===== src/rtl/ov7670_pkg.sv =====
// Shared encodings, bar colours and VGA timing defaults for the OV7670 stream emulator.
package ov7670_pkg;

    typedef enum logic [2:0] {
        IDLE,
        VSYNC,
        VBP,
        ACTIVE,
        VFP
    } state_t;

    typedef enum logic [1:0] {
        PAT_BARS     = 2'd0,
        PAT_RAMP     = 2'd1,
        PAT_CHECKER  = 2'd2,
        PAT_FRAME_ID = 2'd3
    } pattern_t;

    localparam int unsigned COORD_W   = 16;
    localparam int unsigned PIXEL_W   = 16;
    localparam int unsigned BAR_COUNT = 8;

    localparam logic [PIXEL_W-1:0] BAR_WHITE   = 16'hFFFF;
    localparam logic [PIXEL_W-1:0] BAR_YELLOW  = 16'hFFE0;
    localparam logic [PIXEL_W-1:0] BAR_CYAN    = 16'h07FF;
    localparam logic [PIXEL_W-1:0] BAR_GREEN   = 16'h07E0;
    localparam logic [PIXEL_W-1:0] BAR_MAGENTA = 16'hF81F;
    localparam logic [PIXEL_W-1:0] BAR_RED     = 16'hF800;
    localparam logic [PIXEL_W-1:0] BAR_BLUE    = 16'h001F;
    localparam logic [PIXEL_W-1:0] BAR_BLACK   = 16'h0000;

    localparam int unsigned DEF_PCLK_DIV = 4;
    localparam int unsigned DEF_H_ACTIVE = 640;
    localparam int unsigned DEF_H_BLANK  = 288;
    localparam int unsigned DEF_V_SYNC   = 3;
    localparam int unsigned DEF_V_BP     = 17;
    localparam int unsigned DEF_V_ACTIVE = 480;
    localparam int unsigned DEF_V_FP     = 10;

    function automatic logic [PIXEL_W-1:0] bar_colour(input logic [2:0] idx);
        logic [PIXEL_W-1:0] colour;
        case (idx)
            3'd0:    colour = BAR_WHITE;
            3'd1:    colour = BAR_YELLOW;
            3'd2:    colour = BAR_CYAN;
            3'd3:    colour = BAR_GREEN;
            3'd4:    colour = BAR_MAGENTA;
            3'd5:    colour = BAR_RED;
            3'd6:    colour = BAR_BLUE;
            default: colour = BAR_BLACK;
        endcase
        return colour;
    endfunction

endpackage


===== src/rtl/ov7670_pattern_gen.sv =====
// Combinational test-pattern source: pixel coordinate, pattern select and frame number to RGB565.
module ov7670_pattern_gen
    import ov7670_pkg::*;
#(
    parameter int unsigned H_ACTIVE = DEF_H_ACTIVE
) (
    input  logic [COORD_W-1:0] x,
    input  logic [COORD_W-1:0] y,
    input  pattern_t           select,
    input  logic [7:0]         frame_count,
    output logic [PIXEL_W-1:0] pixel_c
);

    localparam int unsigned BAR_W = (H_ACTIVE >= BAR_COUNT) ? H_ACTIVE / BAR_COUNT : 1;

    logic [COORD_W-1:0] bar_idx;

    always_comb begin
        bar_idx = x / COORD_W'(BAR_W);
        pixel_c = '0;
        case (select)
            PAT_BARS:    pixel_c = (bar_idx < COORD_W'(BAR_COUNT)) ? bar_colour(bar_idx[2:0]) : BAR_BLACK;
            PAT_RAMP:    pixel_c = {x[7:3], x[7:2], x[7:3]};
            // 8x8 cells: bit 3 of x and y toggles the cell colour
            PAT_CHECKER: pixel_c = (((x ^ y) & COORD_W'(8)) != '0) ? 16'hFFFF : 16'h0000;
            default:     pixel_c = {frame_count, frame_count};
        endcase
    end

endmodule


===== src/rtl/ov7670_stream_emulator.sv =====
// Camera-side OV7670 model: PCLK divider, VGA frame timing FSM and RGB565 byte stream.
module ov7670_stream_emulator
    import ov7670_pkg::*;
#(
    parameter int unsigned PCLK_DIV = DEF_PCLK_DIV,
    parameter int unsigned H_ACTIVE = DEF_H_ACTIVE,
    parameter int unsigned H_BLANK  = DEF_H_BLANK,
    parameter int unsigned V_SYNC   = DEF_V_SYNC,
    parameter int unsigned V_BP     = DEF_V_BP,
    parameter int unsigned V_ACTIVE = DEF_V_ACTIVE,
    parameter int unsigned V_FP     = DEF_V_FP
) (
    input  logic       i_clk,
    input  logic       i_n_reset,
    input  logic       i_enable,
    input  logic [1:0] i_pattern,
    output logic       o_pclk,
    output logic       o_vsync,
    output logic       o_href,
    output logic [7:0] o_data,
    output logic       o_frame_done,
    output logic [7:0] o_frame_count
);

    localparam int unsigned LINE_TICKS  = 2 * H_ACTIVE + H_BLANK;
    localparam int unsigned FRAME_LINES = V_SYNC + V_BP + V_ACTIVE + V_FP;
    localparam int unsigned DIV_W       = $clog2(PCLK_DIV);
    localparam int unsigned H_W         = $clog2(LINE_TICKS + 1);
    localparam int unsigned V_W         = $clog2(FRAME_LINES + 1);

    state_t             state, state_nxt;
    pattern_t           pat, pat_nxt;
    logic [DIV_W-1:0]   div, div_nxt;
    logic [H_W-1:0]     h, h_nxt;
    logic [V_W-1:0]     v, v_nxt, last_line;
    logic               tick;
    logic               pclk_nxt, vsync_nxt, href_nxt, done_nxt;
    logic [7:0]         data_nxt, count_nxt;
    logic [PIXEL_W-1:0] pixel;

    // Tick = the i_clk edge where div wraps, i.e. the PCLK falling edge.
    assign tick = i_enable && (div == DIV_W'(PCLK_DIV - 1));

    ov7670_pattern_gen #(
        .H_ACTIVE (H_ACTIVE)
    ) u_pattern_gen (
        .x           (COORD_W'(h_nxt >> 1)),
        .y           (COORD_W'(v_nxt)),
        .select      (pat),
        .frame_count (o_frame_count),
        .pixel_c     (pixel)
    );

    always_ff @(posedge i_clk or negedge i_n_reset) begin
        if (!i_n_reset) begin
            state         <= IDLE;
            pat           <= PAT_BARS;
            div           <= '0;
            h             <= '0;
            v             <= '0;
            o_pclk        <= 1'b0;
            o_vsync       <= 1'b0;
            o_href        <= 1'b0;
            o_data        <= '0;
            o_frame_done  <= 1'b0;
            o_frame_count <= '0;
        end else begin
            state         <= state_nxt;
            pat           <= pat_nxt;
            div           <= div_nxt;
            h             <= h_nxt;
            v             <= v_nxt;
            o_pclk        <= pclk_nxt;
            o_vsync       <= vsync_nxt;
            o_href        <= href_nxt;
            o_data        <= data_nxt;
            o_frame_done  <= done_nxt;
            o_frame_count <= count_nxt;
        end
    end

    // Divider, raster position and vertical state machine.
    always_comb begin
        state_nxt = state;
        pat_nxt   = pat;
        div_nxt   = div;
        h_nxt     = h;
        v_nxt     = v;
        pclk_nxt  = o_pclk;
        done_nxt  = 1'b0;
        count_nxt = o_frame_count;

        case (state)
            VSYNC:   last_line = V_W'(V_SYNC - 1);
            VBP:     last_line = V_W'(V_BP - 1);
            ACTIVE:  last_line = V_W'(V_ACTIVE - 1);
            VFP:     last_line = V_W'(V_FP - 1);
            default: last_line = '0;
        endcase

        if (!i_enable) begin
            state_nxt = IDLE;
            div_nxt   = '0;
            h_nxt     = '0;
            v_nxt     = '0;
            pclk_nxt  = 1'b0;
        end else begin
            div_nxt  = tick ? '0 : div + DIV_W'(1);
            pclk_nxt = (div_nxt >= DIV_W'(PCLK_DIV / 2));
            if (tick) begin
                if (state == IDLE) begin
                    state_nxt = VSYNC;
                    h_nxt     = '0;
                    v_nxt     = '0;
                    pat_nxt   = pattern_t'(i_pattern);
                end else if (h != H_W'(LINE_TICKS - 1)) begin
                    h_nxt = h + H_W'(1);
                end else begin
                    h_nxt = '0;
                    if (v != last_line) begin
                        v_nxt = v + V_W'(1);
                    end else begin
                        v_nxt = '0;
                        case (state)
                            VSYNC:   state_nxt = VBP;
                            VBP:     state_nxt = ACTIVE;
                            ACTIVE:  state_nxt = VFP;
                            default: begin
                                state_nxt = VSYNC;
                                done_nxt  = 1'b1;
                                count_nxt = o_frame_count + 8'd1;
                                pat_nxt   = pattern_t'(i_pattern);
                            end
                        endcase
                    end
                end
            end
        end
    end

    // Sync and data outputs for the position entered on this tick.
    always_comb begin
        vsync_nxt = o_vsync;
        href_nxt  = o_href;
        data_nxt  = o_data;
        if (!i_enable) begin
            vsync_nxt = 1'b0;
            href_nxt  = 1'b0;
            data_nxt  = '0;
        end else if (tick) begin
            vsync_nxt = (state_nxt == VSYNC);
            href_nxt  = (state_nxt == ACTIVE) && (h_nxt < H_W'(2 * H_ACTIVE));
            data_nxt  = href_nxt ? (h_nxt[0] ? pixel[7:0] : pixel[15:8]) : 8'h00;
        end
    end

endmodule


===== config.mk =====
export PLATFORM = sky130hd
export DESIGN_NAME = ov7670_stream_emulator
export DESIGN_NICKNAME = d
export VERILOG_FILES = /design/src/rtl/ov7670_pkg.sv /design/src/rtl/ov7670_pattern_gen.sv /design/src/rtl/ov7670_stream_emulator.sv
export SDC_FILE = /design/constraint.sdc
export NUM_CORES = 1
export LEC_CHECK = 0
export ABC_AREA = 1
export BUFFER_PORTS_ARGS = -buffer_cell sky130_fd_sc_hd__clkbuf_2
export CORE_ASPECT_RATIO = 0.8
export CORE_MARGIN = 1.5
export CORE_UTILIZATION = 50
export DETAILED_ROUTE_END_ITERATION = 7
export PLACE_DENSITY_LB_ADDON = 0.12
export RECOVER_POWER = 100
export SLEW_MARGIN = 15
export SYNTH_ARGS = -nofsm -noshare
export SYNTH_HDL_FRONTEND = slang
export SYNTH_HIERARCHICAL = 1
export SYNTH_SLANG_ARGS = --single-unit

===== constraint.sdc =====
create_clock -name i_clk -period 4.24 [get_ports i_clk]
set_input_delay 0.636 -clock i_clk [delete_from_list [all_inputs] [get_ports i_clk]]
set_output_delay 0.636 -clock i_clk [all_outputs]
set_load 0.05 [all_outputs]

==> impl_metrics.env, run 1 <==
export IMPL_coreArea_um2=6890
export IMPL_n_antenna_cell=0
export IMPL_rsz0062_at_grt="no"
export IMPL_drt_wl_total_um=8030
export IMPL_final_area_um2=3880
export IMPL_grt_max_degree=35
export IMPL_report_final_slew_viol_count=35
export IMPL_yosys_area_top_type_share_pct=32.4
export IMPL_hp_class="input port to async pin"
export IMPL_synth_top_area_cell="dfrtp_1"
export IMPL_synth_ff_type="dfrtp_1"
export IMPL_die_area_um2=7620
export IMPL_cts_root_buf="clkbuf_8"
export IMPL_synthCells=522
export IMPL_drc=0
export IMPL_antenna_found_initial=0
export IMPL_cpMostUsedCell="nand2_1"
export IMPL_ant_nets=0
export IMPL_synth_area_um2=3550
export IMPL_postCtsSetupBuffers=0
export IMPL_fmaxAchievable_mhz=269
export IMPL_wire_per_inst_um=12.2
export IMPL_synth_seq_cells=46
export IMPL_ys_seq_area_share_pct=32.4
export IMPL_tritoncts="yes"
export IMPL_worst_clock_skew_ns=0.0149
export IMPL_finalHoldViolCount=0
export IMPL_cts_hold_buf=0
export IMPL_placed_area_um2=3860
export IMPL_syn2layout_area_growth_pct=9.23
export IMPL_cts_made_buffers=5
export IMPL_yosys_warnings=6
export IMPL_crit_type="flip-flop to flip-flop"
export IMPL_syn_area_per_cell_um2=6.81
export IMPL_cp_start_kind="flip-flop"
export IMPL_drive_gt1_share_pct=12.2
export IMPL_wl_met3_um=252
export IMPL_io_pins=25
export IMPL_outcome="complete, but fails checks"
export IMPL_synth_top_family_by_area="simple AND/OR/NAND/NOR gates"
export IMPL_synthAdderAreaFrac_pct=1.41
export IMPL_vias=3412
export IMPL_yosys_top_cells_count="nand2_1, nand3_1, inv_1"
export IMPL_grt_usage_pct=22.1
export IMPL_finalSetupViolCount=0
export IMPL_grt_pass1_wl_um=14000
export IMPL_worstPathMaxFanout=7
export IMPL_nNetsFinal=582
export IMPL_viasPerCell=5.16
export IMPL_grt_pass1_vias=3147
export IMPL_cts_path_max_buffers=2
export IMPL_top_layer="met4"
export IMPL_synthMuxAreaShare_pct=0.951
export IMPL_relSlewSlack_pct=-21.9
export IMPL_tns_ns=0
export IMPL_die_w_um=97.3
export IMPL_async_reset_ff_share_pct=100
export IMPL_end_kind="flip-flop"
export IMPL_postCtsResizedCells=0
export IMPL_slowest_stage="dfrtp_1"
export IMPL_arrival_ns=3.91
export IMPL_path_buf_inv=5
export IMPL_ys_top_cells_by_area="dfrtp_1, nand2_1, nand3_1, inv_1, nand2_2"
export IMPL_max_vdd_ir_drop_mv=0.195
export IMPL_power_leakage_nw=2.10
export IMPL_synth_xor_area_share_pct=2.43
export IMPL_violations="capacitance limit, slew limit"
export IMPL_m1WireLength_um=4080
export IMPL_wl_met2_um=3680
export IMPL_synthSimpleGateAreaFrac_pct=45.4
export IMPL_io_buffers=24
export IMPL_initial_core_util_pct=51.6
export IMPL_critPathTopFamily="simple AND/OR/NAND/NOR gates"
export IMPL_period_share_pct=87.8
export IMPL_fp_dieH_um=78.4
export IMPL_drt_iter0_markers=187
export IMPL_drt_pass1_iterations=5
export IMPL_maxCapViolCount=1
export IMPL_yosysMostFrequentCell="nand2_1"
export IMPL_slowest_delay_ns=0.48
export IMPL_gp_congestion=0.913
export IMPL_dp_hpwl_um=6270
export IMPL_cts_sinks=46
export IMPL_synth_compound_area_share_pct=9.19
export IMPL_power_density_nw_per_um2=340
export IMPL_period_minus_slack_ns=3.72
export IMPL_synth_edf_count=0
export IMPL_tightest_slew_ns=1.83
export IMPL_grt_overflow=0
export IMPL_crit_required_ns=4.43
export IMPL_clkTransAtPathRegs_ns=0.09
export IMPL_h_tree_depth=2
export IMPL_placementRows=27
export IMPL_clock_latency_ns=0.30
export IMPL_ys_types=43
path summary, 6_finish.rpt:
check	slack (ns)	startpoint	end	depth (start not counted)
min reg2reg	0.44	div[0]	div[0]	1
min	0.33	i_n_reset	div[1]	1
min in group i_clk	0.44	div[0]	div[0]	1
max reg2reg	0.52	h[0]	o_data[4]	34
max in group asynchronous	1.77	i_n_reset	o_frame_count[2]	2
max	0.52	h[0]	o_data[4]	34
cells by family after synthesis:
kind of cell | Yosys count
and+or+nand+nor | 331
buffers and inverters | 75
xor gates and xnor gates | 9
other | 1
AOI/OAI and AO/OA | 53
DFF | 46
muxes | 3
adders and majority gates | 4
layout by cell type (no fill, tap or decap), types with 2 or more instances in the layout:
cell type  instances
ha_1               4
o2111ai_1          2
a21oi_2            4
nand3_1           69
nor2_1            33
xor2_1             6
nor3_1             2
clkbuf_8           7
nand3_2            9
buf_4              2
dfrtp_1           46
inv_1             61
nand2_2           19
xnor2_1            2
nand2_4            9
inv_2              8
mux2_2             3
a21oi_1           11
clkbuf_1          23
o21ai_0           24
clkbuf_2           3
a22oi_1            2
o211ai_1           2
o21bai_1           2
nand4_1           15
conb_1            22
nand2_1          169
cell type report:
| type | count | area [um2] |
|---|---|---|
| multi-input combinational | 422 | 2140 |
| timing repair buffer | 28 | 116 |
| clock inverter | 1 | 8.76 |
| inverter | 70 | 263 |
| tap | 87 | 109 |
| fill | 710 | 3010 |
| sequential | 46 | 1150 |
| clock buffer | 7 | 96.3 |
stage by stage:
step	util, %	setup WS (ns)	hold WS [ns]	power [mW]	instances
after floorplan	-	0.822	0.340	0.941	543
after global placement	56.1	0.640	0.420	1.00	653
after detailed placement	56.1	0.460	0.435	1.01	653
after CTS	57.6	0.577	0.208	1.32	661
after global routing	56.3	0.0891	0.387	1.42	661
final	56.3	0.517	0.330	1.32	661
per-layer routing:
layer | vias to the layer above | global-route usage (%)
met5 | - | 0
met4 | 0 | 3.43
li1 | 1774 | -
met1 | 1570 | 30.0
met3 | 4 | 3.21
met2 | 64 | 38.4
worst register-to-register path, delay by kind of cell (launching register included):
kind                       cells  cell delay [ns]
buffers and inverters          5             0.37
adders and majority gates      1             0.26
DFF                            1             0.48
and+or+nand+nor               28             2.51
report_power, final:
part | switching (mW) | internal, mW
combinational | 0.365 | 0.186
clock | 0.153 | 0.150
sequential | 0.0159 | 0.451
state kept, by name (all words and copies together) (netlist names):
name,flops
pat,2
o_frame_done,1
state,3
o_href,1
h,11
v,9
o_data,8
o_vsync,1
o_frame_count,8
div,2
(Power assumes the default switching activity.)
==> run 2: changes to the inputs <==
--- a/config.mk
+++ b/config.mk
@@ -9,7 +9,7 @@
 export BUFFER_PORTS_ARGS = -buffer_cell sky130_fd_sc_hd__clkbuf_2
 export CORE_ASPECT_RATIO = 0.8
 export CORE_MARGIN = 1.5
-export CORE_UTILIZATION = 50
+export CORE_UTILIZATION = 59
 export DETAILED_ROUTE_END_ITERATION = 7
 export PLACE_DENSITY_LB_ADDON = 0.12
 export RECOVER_POWER = 100
==> impl_metrics.env, run 2 (synthesis results as in run 1) <==
export IMPL_clkTransAtPathRegs_ns=0.09
export IMPL_initial_core_util_pct=60.7
export IMPL_cts_path_max_buffers=2
export IMPL_cpMostUsedCell="nand2_1"
export IMPL_placed_area_um2=3850
export IMPL_io_buffers=24
export IMPL_clock_latency_ns=0.31
export IMPL_syn2layout_area_growth_pct=7.92
export IMPL_crit_type="flip-flop to flip-flop"
export IMPL_maxCapViolCount=0
export IMPL_slowest_delay_ns=0.36
export IMPL_largest_reg_flops=11
export IMPL_report_final_slew_viol_count=0
export IMPL_regMostFlops="h"
export IMPL_cts_sinks=46
export IMPL_period_minus_slack_ns=3.74
export IMPL_grt_pass1_wl_um=14100
export IMPL_h_tree_depth=2
export IMPL_r2r_end="o_data[3]"
export IMPL_cts_hold_buf=0
export IMPL_grt_usage_pct=26.8
export IMPL_power_density_nw_per_um2=340
export IMPL_rr_worst_depth=35
export IMPL_nNetsFinal=581
export IMPL_hold_depth=1
export IMPL_tritoncts="yes"
export IMPL_tightest_slew_ns=1.41
export IMPL_fmaxAchievable_mhz=268
export IMPL_worstPathMaxFanout=7
export IMPL_relSlewSlack_pct=5.95
export IMPL_dp_hpwl_um=6240
export IMPL_reg2reg_slack_ns=0.50
export IMPL_finalSetupViolCount=0
export IMPL_drt_pass1_iterations=5
export IMPL_viasPerCell=5.33
export IMPL_outcome="finished clean"
export IMPL_die_w_um=89.8
export IMPL_ant_nets=0
export IMPL_gp_congestion=0.889
export IMPL_postCtsSetupBuffers=0
export IMPL_grt_overflow=0
export IMPL_grt_pass1_vias=3143
export IMPL_coreArea_um2=5850
export IMPL_fp_dieH_um=72.4
export IMPL_worst_clock_skew_ns=0.0146
export IMPL_rr_startpoint="div[1]"
export IMPL_placementRows=25
export IMPL_antenna_found_initial=0
export IMPL_slowest_stage="dfrtp_1"
export IMPL_drt_iter0_markers=235
export IMPL_dpl_worst_slack_ns=0.417
export IMPL_fin_ws_ns=0.502
export IMPL_period_share_pct=88.2
export IMPL_arrival_ns=3.98
export IMPL_cp_start_kind="flip-flop"
export IMPL_final_area_um2=3830
export IMPL_cts_root_buf="clkbuf_8"
export IMPL_grt_max_degree=27
export IMPL_postCtsResizedCells=0
export IMPL_crit_required_ns=4.48
export IMPL_wire_per_inst_um=12.4
export IMPL_rsz0062_at_grt="no"
export IMPL_layout_common_cells="nand2_1, nand3_1, inv_1"
export IMPL_power_leakage_nw=2.09
export IMPL_max_vdd_ir_drop_mv=0.242
export IMPL_end_kind="flip-flop"
export IMPL_top_regs="h: 11 flops, v: 9 flops"
export IMPL_mostFrequentLayoutCell="nand2_1"
export IMPL_drc=0
export IMPL_tns_ns=0
export IMPL_drive_gt1_share_pct=11.2
export IMPL_worstHoldStart="div[0]"
export IMPL_cts_made_buffers=5
export IMPL_n_antenna_cell=0
export IMPL_finalHoldViolCount=0
export IMPL_die_area_um2=6500
export IMPL_drt_wl_total_um=8130
export IMPL_whs_endpoint="div[0]"
export IMPL_hp_class="flip-flop to flip-flop"
export IMPL_io_pins=25
export IMPL_vias=3486
-- run 2: final cells by class --
class / count / area (um2)
multi-input combinational: 422 / 2120
timing repair buffer: 27 / 105
clock inverter: 1 / 5.00
clock buffer: 7 / 86.3
inverter: 70 / 263
tap: 81 / 101
fill: 572 / 2010
sequential: 46 / 1150
-- run 2: worst max-delay path by stage --
stage | from | end | slack (ns) | depth (start not counted)
final | div[1] | o_data[3] | 0.50 | 35
after floorplan | div[1] | o_data[0] | 0.82 | 35
after global placement | i_enable | o_data[3] | 0.49 | 35
after CTS | div[1] | o_data[4] | 0.55 | 35
after detailed placement | i_enable | o_data[4] | 0.42 | 35
after global routing | div[1] | o_data[1] | 0.06 | 35
-- run 2: power by group --
group	leakage [nW]	switching [mW]	internal [mW]
clock network	0.0482	0.154	0.132
registers	0.626	0.0173	0.451
logic	1.41	0.363	0.185
total	2.09	0.535	0.767
-- run 2: stage by stage --
stage / total power [mW] / instances / utilization (%) / hold slack, ns
finish: 1.30 / 654 / 65.6 / 0.437
global route: 1.39 / 654 / 65.6 / 0.452
CTS: 1.29 / 654 / 67.4 / 0.306
detailed placement: 1.01 / 646 / 65.8 / 0.433
global placement: 0.999 / 646 / 65.8 / 0.425
floorplan: 0.941 / 543 / - / 0.340
-- run 2: routing by layer --
metal / up-vias / share of wire (%) / GRT usage [%]
li1: 1766 / - / -
met1: 1603 / 48 / 35.7
met2: 101 / 46 / 46.1
met3: 16 / 4.4 / 4.19
met4: 0 / 1.3 / 7.58
met5: - / 0 / 0
-- run 2: critical path: cells and delay by family, from the launching register on --
kind	cells	cell delay, ns
fa+ha+maj	1	0.19
buf+inv	6	0.64
flops	1	0.36
simple gates	28	2.48
